### config.mk
export PLATFORM = sky130hd
export DESIGN_NAME = hps_f2h_reset_req_gen
export DESIGN_NICKNAME = d
export VERILOG_FILES = /design/src/rtl/hps_f2h_reset_req_gen.sv
export SDC_FILE = /design/constraint.sdc
export NUM_CORES = 1
export LEC_CHECK = 0
export BUFFER_PORTS_ARGS = -buffer_cell sky130_fd_sc_hd__clkbuf_2
export CELL_PAD_IN_SITES_DETAIL_PLACEMENT = 1
export CELL_PAD_IN_SITES_GLOBAL_PLACEMENT = 2
export CORE_MARGIN = 3
export CORE_UTILIZATION = 25
export CTS_BUF_LIST = sky130_fd_sc_hd__clkbuf_8
export DETAILED_ROUTE_END_ITERATION = 7
export GPL_TIMING_DRIVEN = 0
export HOLD_SLACK_MARGIN = 0.06
export PLACE_DENSITY = 0.53
export SYNTH_ARGS = -nofsm -noshare
export SYNTH_HDL_FRONTEND = slang
export SYNTH_SLANG_ARGS = --single-unit
### constraint.sdc
create_clock -name clk_clk -period 1.84 [get_ports clk_clk]
set_input_delay 0 -clock clk_clk [delete_from_list [all_inputs] [get_ports clk_clk]]
set_output_delay 0 -clock clk_clk [all_outputs]
set_load 0.01 [all_outputs]
### src/rtl/hps_f2h_reset_req_gen.sv
`default_nettype none
// ============================================================================
// Module   : hps_f2h_reset_req_gen
// Purpose  : FPGA-side generator for the HPS f2h cold/warm/debug reset-request
//            inputs (all active-low). A raw push-button is synchronised,
//            debounced and its hold time classified: a long hold issues a cold
//            request, a medium hold a warm request and a short hold is ignored.
//            A software debug-reset strobe is forwarded as a debug request.
//            Every request is a fixed-width low pulse followed by a lockout
//            window during which all inputs are ignored.
// Ports    : clk_clk                           in  system clock
//            reset_reset_n                     in  async active-low reset
//            button_n                          in  raw async button, 0 = pressed
//            debug_req                         in  single-cycle debug strobe
//            hps_0_f2h_cold_reset_req_reset_n  out cold request, active-low
//            hps_0_f2h_warm_reset_req_reset_n  out warm request, active-low
//            hps_0_f2h_debug_reset_req_reset_n out debug request, active-low
//            busy                              out 1 whenever FSM not IDLE
//            last_req [1:0]                    out 00 none,01 warm,10 cold,11 debug
// Revision : 1.0 - initial release
// ============================================================================
module hps_f2h_reset_req_gen #(
  parameter int unsigned DEBOUNCE_CYCLES  = 50000,
  parameter int unsigned WARM_HOLD_CYCLES = 25000000,
  parameter int unsigned COLD_HOLD_CYCLES = 150000000,
  parameter int unsigned PULSE_CYCLES     = 64,
  parameter int unsigned LOCKOUT_CYCLES   = 1024
) (
  input  logic       clk_clk,
  input  logic       reset_reset_n,
  input  logic       button_n,
  input  logic       debug_req,
  output logic       hps_0_f2h_cold_reset_req_reset_n,
  output logic       hps_0_f2h_warm_reset_req_reset_n,
  output logic       hps_0_f2h_debug_reset_req_reset_n,
  output logic       busy,
  output logic [1:0] last_req
);

  localparam int unsigned DB_W    = $clog2(DEBOUNCE_CYCLES + 1);
  localparam int unsigned HOLD_W  = $clog2(COLD_HOLD_CYCLES + 1);
  localparam int unsigned PULSE_W = $clog2(PULSE_CYCLES + 1);
  localparam int unsigned LOCK_W  = $clog2(LOCKOUT_CYCLES + 1);

  localparam logic [DB_W-1:0]    C_DB_LAST    = DB_W'(DEBOUNCE_CYCLES - 1);
  localparam logic [HOLD_W-1:0]  C_HOLD_COLD  = HOLD_W'(COLD_HOLD_CYCLES);
  localparam logic [HOLD_W-1:0]  C_HOLD_WARM  = HOLD_W'(WARM_HOLD_CYCLES);
  localparam logic [PULSE_W-1:0] C_PULSE_LAST = PULSE_W'(PULSE_CYCLES - 1);
  localparam logic [LOCK_W-1:0]  C_LOCK_LAST  = LOCK_W'(LOCKOUT_CYCLES - 1);

  localparam logic [1:0] C_REQ_NONE  = 2'b00;
  localparam logic [1:0] C_REQ_WARM  = 2'b01;
  localparam logic [1:0] C_REQ_COLD  = 2'b10;
  localparam logic [1:0] C_REQ_DEBUG = 2'b11;

  typedef enum logic [1:0] {
    ST_IDLE    = 2'd0,
    ST_HOLD    = 2'd1,
    ST_PULSE   = 2'd2,
    ST_LOCKOUT = 2'd3
  } state_e;

  // Synchroniser and debouncer
  logic              sync1_q, sync1_d;
  logic              sync2_q, sync2_d;
  logic              db_level_q, db_level_d;   // 1 = released
  logic [DB_W-1:0]   db_cnt_q, db_cnt_d;

  // Request FSM
  state_e            state_q, state_d;
  logic [HOLD_W-1:0] hold_cnt_q, hold_cnt_d;
  logic [PULSE_W-1:0] pulse_cnt_q, pulse_cnt_d;
  logic [LOCK_W-1:0] lock_cnt_q, lock_cnt_d;
  logic              cold_n_q, cold_n_d;
  logic              warm_n_q, warm_n_d;
  logic              debug_n_q, debug_n_d;
  logic              busy_q, busy_d;
  logic [1:0]        last_req_q, last_req_d;

  logic              w_pressed;
  logic              w_start;
  logic [1:0]        w_kind;

  always_comb begin
    sync1_d     = button_n;
    sync2_d     = sync1_q;
    db_level_d  = db_level_q;
    db_cnt_d    = db_cnt_q;
    state_d     = state_q;
    hold_cnt_d  = hold_cnt_q;
    pulse_cnt_d = pulse_cnt_q;
    lock_cnt_d  = lock_cnt_q;
    cold_n_d    = cold_n_q;
    warm_n_d    = warm_n_q;
    debug_n_d   = debug_n_q;
    last_req_d  = last_req_q;
    w_start     = 1'b0;
    w_kind      = C_REQ_NONE;
    w_pressed   = ~db_level_q;

    // Debounce runs in every state: the level only follows the synchronised
    // input after DEBOUNCE_CYCLES consecutive differing samples.
    if (sync2_q == db_level_q) begin
      db_cnt_d = '0;
    end else if (db_cnt_q == C_DB_LAST) begin
      db_level_d = sync2_q;
      db_cnt_d   = '0;
    end else begin
      db_cnt_d = db_cnt_q + 1'b1;
    end

    case (state_q)
      ST_IDLE: begin
        // A debug strobe wins over a press seen in the same cycle.
        if (debug_req) begin
          w_start = 1'b1;
          w_kind  = C_REQ_DEBUG;
        end else if (w_pressed) begin
          state_d    = ST_HOLD;
          hold_cnt_d = '0;
        end
      end
      ST_HOLD: begin
        if (!w_pressed) begin
          if (hold_cnt_q >= C_HOLD_COLD) begin
            w_start = 1'b1;
            w_kind  = C_REQ_COLD;
          end else if (hold_cnt_q >= C_HOLD_WARM) begin
            w_start = 1'b1;
            w_kind  = C_REQ_WARM;
          end else begin
            state_d = ST_IDLE;
          end
        end else if (hold_cnt_q != C_HOLD_COLD) begin
          hold_cnt_d = hold_cnt_q + 1'b1;
        end
      end
      ST_PULSE: begin
        if (pulse_cnt_q == C_PULSE_LAST) begin
          cold_n_d   = 1'b1;
          warm_n_d   = 1'b1;
          debug_n_d  = 1'b1;
          state_d    = ST_LOCKOUT;
          lock_cnt_d = '0;
        end else begin
          pulse_cnt_d = pulse_cnt_q + 1'b1;
        end
      end
      ST_LOCKOUT: begin
        // Returning to IDLE with the button still down starts a fresh HOLD
        // measurement there; nothing from before the pulse is carried over.
        if (lock_cnt_q == C_LOCK_LAST) begin
          state_d = ST_IDLE;
        end else begin
          lock_cnt_d = lock_cnt_q + 1'b1;
        end
      end
      default: begin
        state_d = ST_IDLE;
      end
    endcase

    // Requests are launched from flops so the first low cycle is the one
    // right after the deciding transition.
    if (w_start) begin
      state_d     = ST_PULSE;
      pulse_cnt_d = '0;
      last_req_d  = w_kind;
      cold_n_d    = (w_kind != C_REQ_COLD);
      warm_n_d    = (w_kind != C_REQ_WARM);
      debug_n_d   = (w_kind != C_REQ_DEBUG);
    end

    busy_d = (state_d != ST_IDLE);
  end

  always_ff @(posedge clk_clk or negedge reset_reset_n) begin
    if (!reset_reset_n) begin
      sync1_q     <= 1'b1;
      sync2_q     <= 1'b1;
      db_level_q  <= 1'b1;
      db_cnt_q    <= '0;
      state_q     <= ST_IDLE;
      hold_cnt_q  <= '0;
      pulse_cnt_q <= '0;
      lock_cnt_q  <= '0;
      cold_n_q    <= 1'b1;
      warm_n_q    <= 1'b1;
      debug_n_q   <= 1'b1;
      busy_q      <= 1'b0;
      last_req_q  <= C_REQ_NONE;
    end else begin
      sync1_q     <= sync1_d;
      sync2_q     <= sync2_d;
      db_level_q  <= db_level_d;
      db_cnt_q    <= db_cnt_d;
      state_q     <= state_d;
      hold_cnt_q  <= hold_cnt_d;
      pulse_cnt_q <= pulse_cnt_d;
      lock_cnt_q  <= lock_cnt_d;
      cold_n_q    <= cold_n_d;
      warm_n_q    <= warm_n_d;
      debug_n_q   <= debug_n_d;
      busy_q      <= busy_d;
      last_req_q  <= last_req_d;
    end
  end

  assign hps_0_f2h_cold_reset_req_reset_n  = cold_n_q;
  assign hps_0_f2h_warm_reset_req_reset_n  = warm_n_q;
  assign hps_0_f2h_debug_reset_req_reset_n = debug_n_q;
  assign busy                              = busy_q;
  assign last_req                          = last_req_q;

endmodule
`default_nettype wire
==> summary.md <==
| Metric | Value |
|---|---|
| Max Freq | ~510 MHz |
| Cell area after layout | 0.004767 mm2 |
| Maximum VDD drop | 0.3962 mV |
| I/O Pins | 10 |
| Most frequent cells in the layout | dfrtp_1 (64), nor2_1 (57), nand2_1 (29) |
| Period utilisation layout | 106.6% |
| Distinct cell type count after synthesis | 48 |
| H-tree depth | 3 |
| Detailed Route WL | 10,330 um |
| PnR Total Power | 4268 uW |
| Critical path capture point | busy$_DFF_PN0_ |
| Largest net degree at the start of global routing | 45 |
| Setup Crit Path Kind | flop to flop |
| # Max-Cap Violations | 0 |
| YS warnings | 0 |
| Reg area | 0.001838 mm2 |
| Fill cells | 1,677 |
| Top_reg_cell synth | dfrtp_1 |
| Mapped Nets | 399 |
| Number of global-route vias before repair | 3,196 |
| Post-placement cell area | 0.004034 mm2 |
| Register area share after synthesis | 49.21% |
| Initial antenna violation count | 0 |
| Drt drc | 0 |
| Critical Path Start | hold_cnt_q[6]$_DFFE_PN0P_ |
| Syn Area/Cell | 9.557 um2 |
| Worst slew margin | 67.89% |
| Starting Density | 26.24% |
| Status | finished, violations left |
| Vias/cell | 4.875 |
| Clk slew on worst S/H paths | 0.08 ns |
| Post-Synthesis Cells | 390 |
| TritonCTS Buffers | 9 |
| RSZ-0062 raised after global routing | yes |
| Area Overhead vs Synth | 27.90% |
| Final #Nets | 447 |
| R2r setup slk | -0.12 ns |
| Drt wl/cell | 16.58 um |
| Minimum clock period | 1.961 ns |
| Core footprint | around 0.014 mm2 |
| Final Skew | 0.01869 ns |
| Tightest Pin Transition | between 0.4 and 0.5 ns |
| Hold WC Path Type | input pin to asynchronous set/reset pin |
| Post-synth EDFFs | 0 |
| Worst setup SP type | flop |
| Synth area leaders | dfrtp_1 (45%), xnor2_1 (6.6%), nor2_1 (5.8%), dfstp_2 (4.2%), xor2_1 (4.2%) |
| Top cell type's share of synthesized area | around 45% |
| First-pass GRT wire length | 17,040 um |
| Clock latency on the worst-skew pair | 0.38 ns |
| Die width | between 100 and 150 um |
| Final-report hold violation count | 0 |
| Leak | roughly 0.002 uW |
| Hpwl dp | 6805 um |
| Reg2reg start | hold_cnt_q[6]$_DFFE_PN0P_ |
| GRT overflow | 0 |
| Antenna Nets Post-Route | 0 |
| Synthesized area | 0.003727 mm2 |
| Share of cells above drive strength 1 | 27.09% |
| Worst r2r path cells | 4 |
| Port-buffer cells | 9 |
| Area of the multi-input gates | 0.002107 mm2 |
| RR Endpoint | busy$_DFF_PN0_ |
| #FFs+latches synth | 73 |
| Clock buffer depth | 2 |
| Layout Cells excl Fill | 623 |
| Failing checks | negative setup slack |
| WP data arrival | 2.21 ns |
| GP Congestion | between 0.7 and 0.8 |
| Worst EP required | 2.09 ns |
| Placed insts | 580 |
| Via count | 3,037 |
| Final WS setup | -0.1212 ns |
| Die ar. | between 0.015 and 0.02 mm2 |
| DR pass1 iterations | 4 |
| CTS tree | yes |
| Root Buffer | clkbuf_8 |
| Tot GR Track Use | 13.15% |
| Peak fanout along the critical path | 4 |
| Initial DRC count | 93 |
| Area leader, netlist | dfrtp_1 |
| Most common cell after layout, fill and taps aside | dfrtp_1 |
| Final setup vio count | 7 |
| Final Max Slew Viols | 0 |
| Ys async rst share | 100.0% |
| Cell row count | 43 |
| Clk sinks | 73 |
| Die Y | 128.1 um |
| ANT cells | 0 |
| Crit. End Element | flop |
| Pwr Density | 895.4 mW/mm2 |
==> Yosys cell counts (3+ instances only) <==
library cell and number:
or4_1 3, a21oi_1 5, nand2_1 31, nor2_1 58, mux2i_1 4, dfrtp_1 67
nor4_1 14, nand3_1 23, dfstp_2 6, nor2b_1 3, buf_2 3, and2_1 4
o31ai_1 3, a21o_1 3, o21ai_0 9, nor3_1 19, and3_1 8, and4_1 5
nor4b_1 3, xor2_1 18, xnor2_1 28, ha_1 5, inv_1 10, nand4_1 17
clkbuf_1 10, or3_1 6
==> metrics by stage <==
stage	hold WS [ns]	worst slack, ns	utilization (%)	TNS (ns)
floorplan	-0.2956	0.001886	-	0
global placement	0.09350	-0.8736	28.14	-35.66
detailed placement	0.02912	-0.4063	28.40	-18.99
CTS	0.1546	-0.1280	31.60	-1.329
global route	0.1739	-0.1743	33.56	-1.450
finish	0.1475	-0.1212	33.56	-0.5136
==> area by class of cell <==
| cell class | instances | share of cell area, % |
|---|---|---|
| plain buffers | 12 | 1.890 |
| clock buffers | 9 | 2.598 |
| clock inverters | 7 | 0.9974 |
| inverters | 10 | 0.7874 |
| multi-input cells | 293 | 44.20 |
| flip-flops and latches | 73 | 38.56 |
| well taps | 180 | 4.724 |
| repair buffers | 39 | 6.247 |
==> registers in the layout, indices dropped and copies added, names as in the netlist <==
register,count
hold_cnt_q,28
db_cnt_q,16
lock_cnt_q,11
pulse_cnt_q,7
last_req,2
state_q,2
busy,1
db_level_q,1
hps_0_f2h_cold_reset_req_reset_n,1
hps_0_f2h_debug_reset_req_reset_n,1
hps_0_f2h_warm_reset_req_reset_n,1
sync1_q,1
sync2_q,1
==> how the worst min path moves through the flow <==
stage / end / slack (ns) / cells past startpoint
final: hold_cnt_q[17]$_DFFE_PN0P_ / 0.15 / 2
after global routing: hold_cnt_q[17]$_DFFE_PN0P_ / 0.17 / 2
after CTS: last_req[1]$_DFFE_PN0N_ / 0.15 / 4
after detailed placement: hold_cnt_q[22]$_DFFE_PN0P_ / 0.03 / 1
after global placement: sync1_q$_DFF_PN1_ / 0.09 / 1
after floorplan: busy$_DFF_PN0_ / -0.30 / 0
==> logic make-up (layout without fill, tap and decap cells) <==
family | after synthesis | in the layout | synth area share, %
AO/OA/AOI/OAI | 32 | 32 | 5.942
XOR/XNOR | 46 | 46 | 10.81
adder cells (fa/ha/maj) | 5 | 5 | 1.678
buffers and inverters | 24 | 77 | 2.619
flip-flops | 73 | 73 | 49.21
multiplexers | 5 | 5 | 1.376
AND/OR/NAND/NOR | 205 | 205 | 28.37
==> layer usage <==
layer  routed length [um]  vias up  track usage, %
met4                  108        0           3.371
met5                    0        -               0
met2                 4958       22           20.49
li1                     -     1474               -
met1                 4993     1535           17.84
met3                  266        6           4.000
==> worst max-delay path, stage by stage, from the launching register on <==
cell	delay, ns
dfrtp_1	0.42
or3_4	0.39
o311a_4	0.33
o21a_4	0.24
or4b_1	0.46
==> repair_timing <==
| item | in CTS | in global routing |
|---|---|---|
| hold buffers | 2 | 0 |
| pin swaps | 7 | 5 |
| gates resized for setup | 33 | 45 |
| setup endpoints to repair | 61 | 51 |
| buffers inserted | 16 | 11 |
| endpoints found under the hold margin | 68 | 0 |
==> power breakdown <==
part | switching (uW) | internal [uW]
Clock | 684 | 486
Sequential | 161 | 1780
Combinational | 661 | 497
Total | 1510 | 2760
Note: power is estimated with default switching activity, not from simulation.
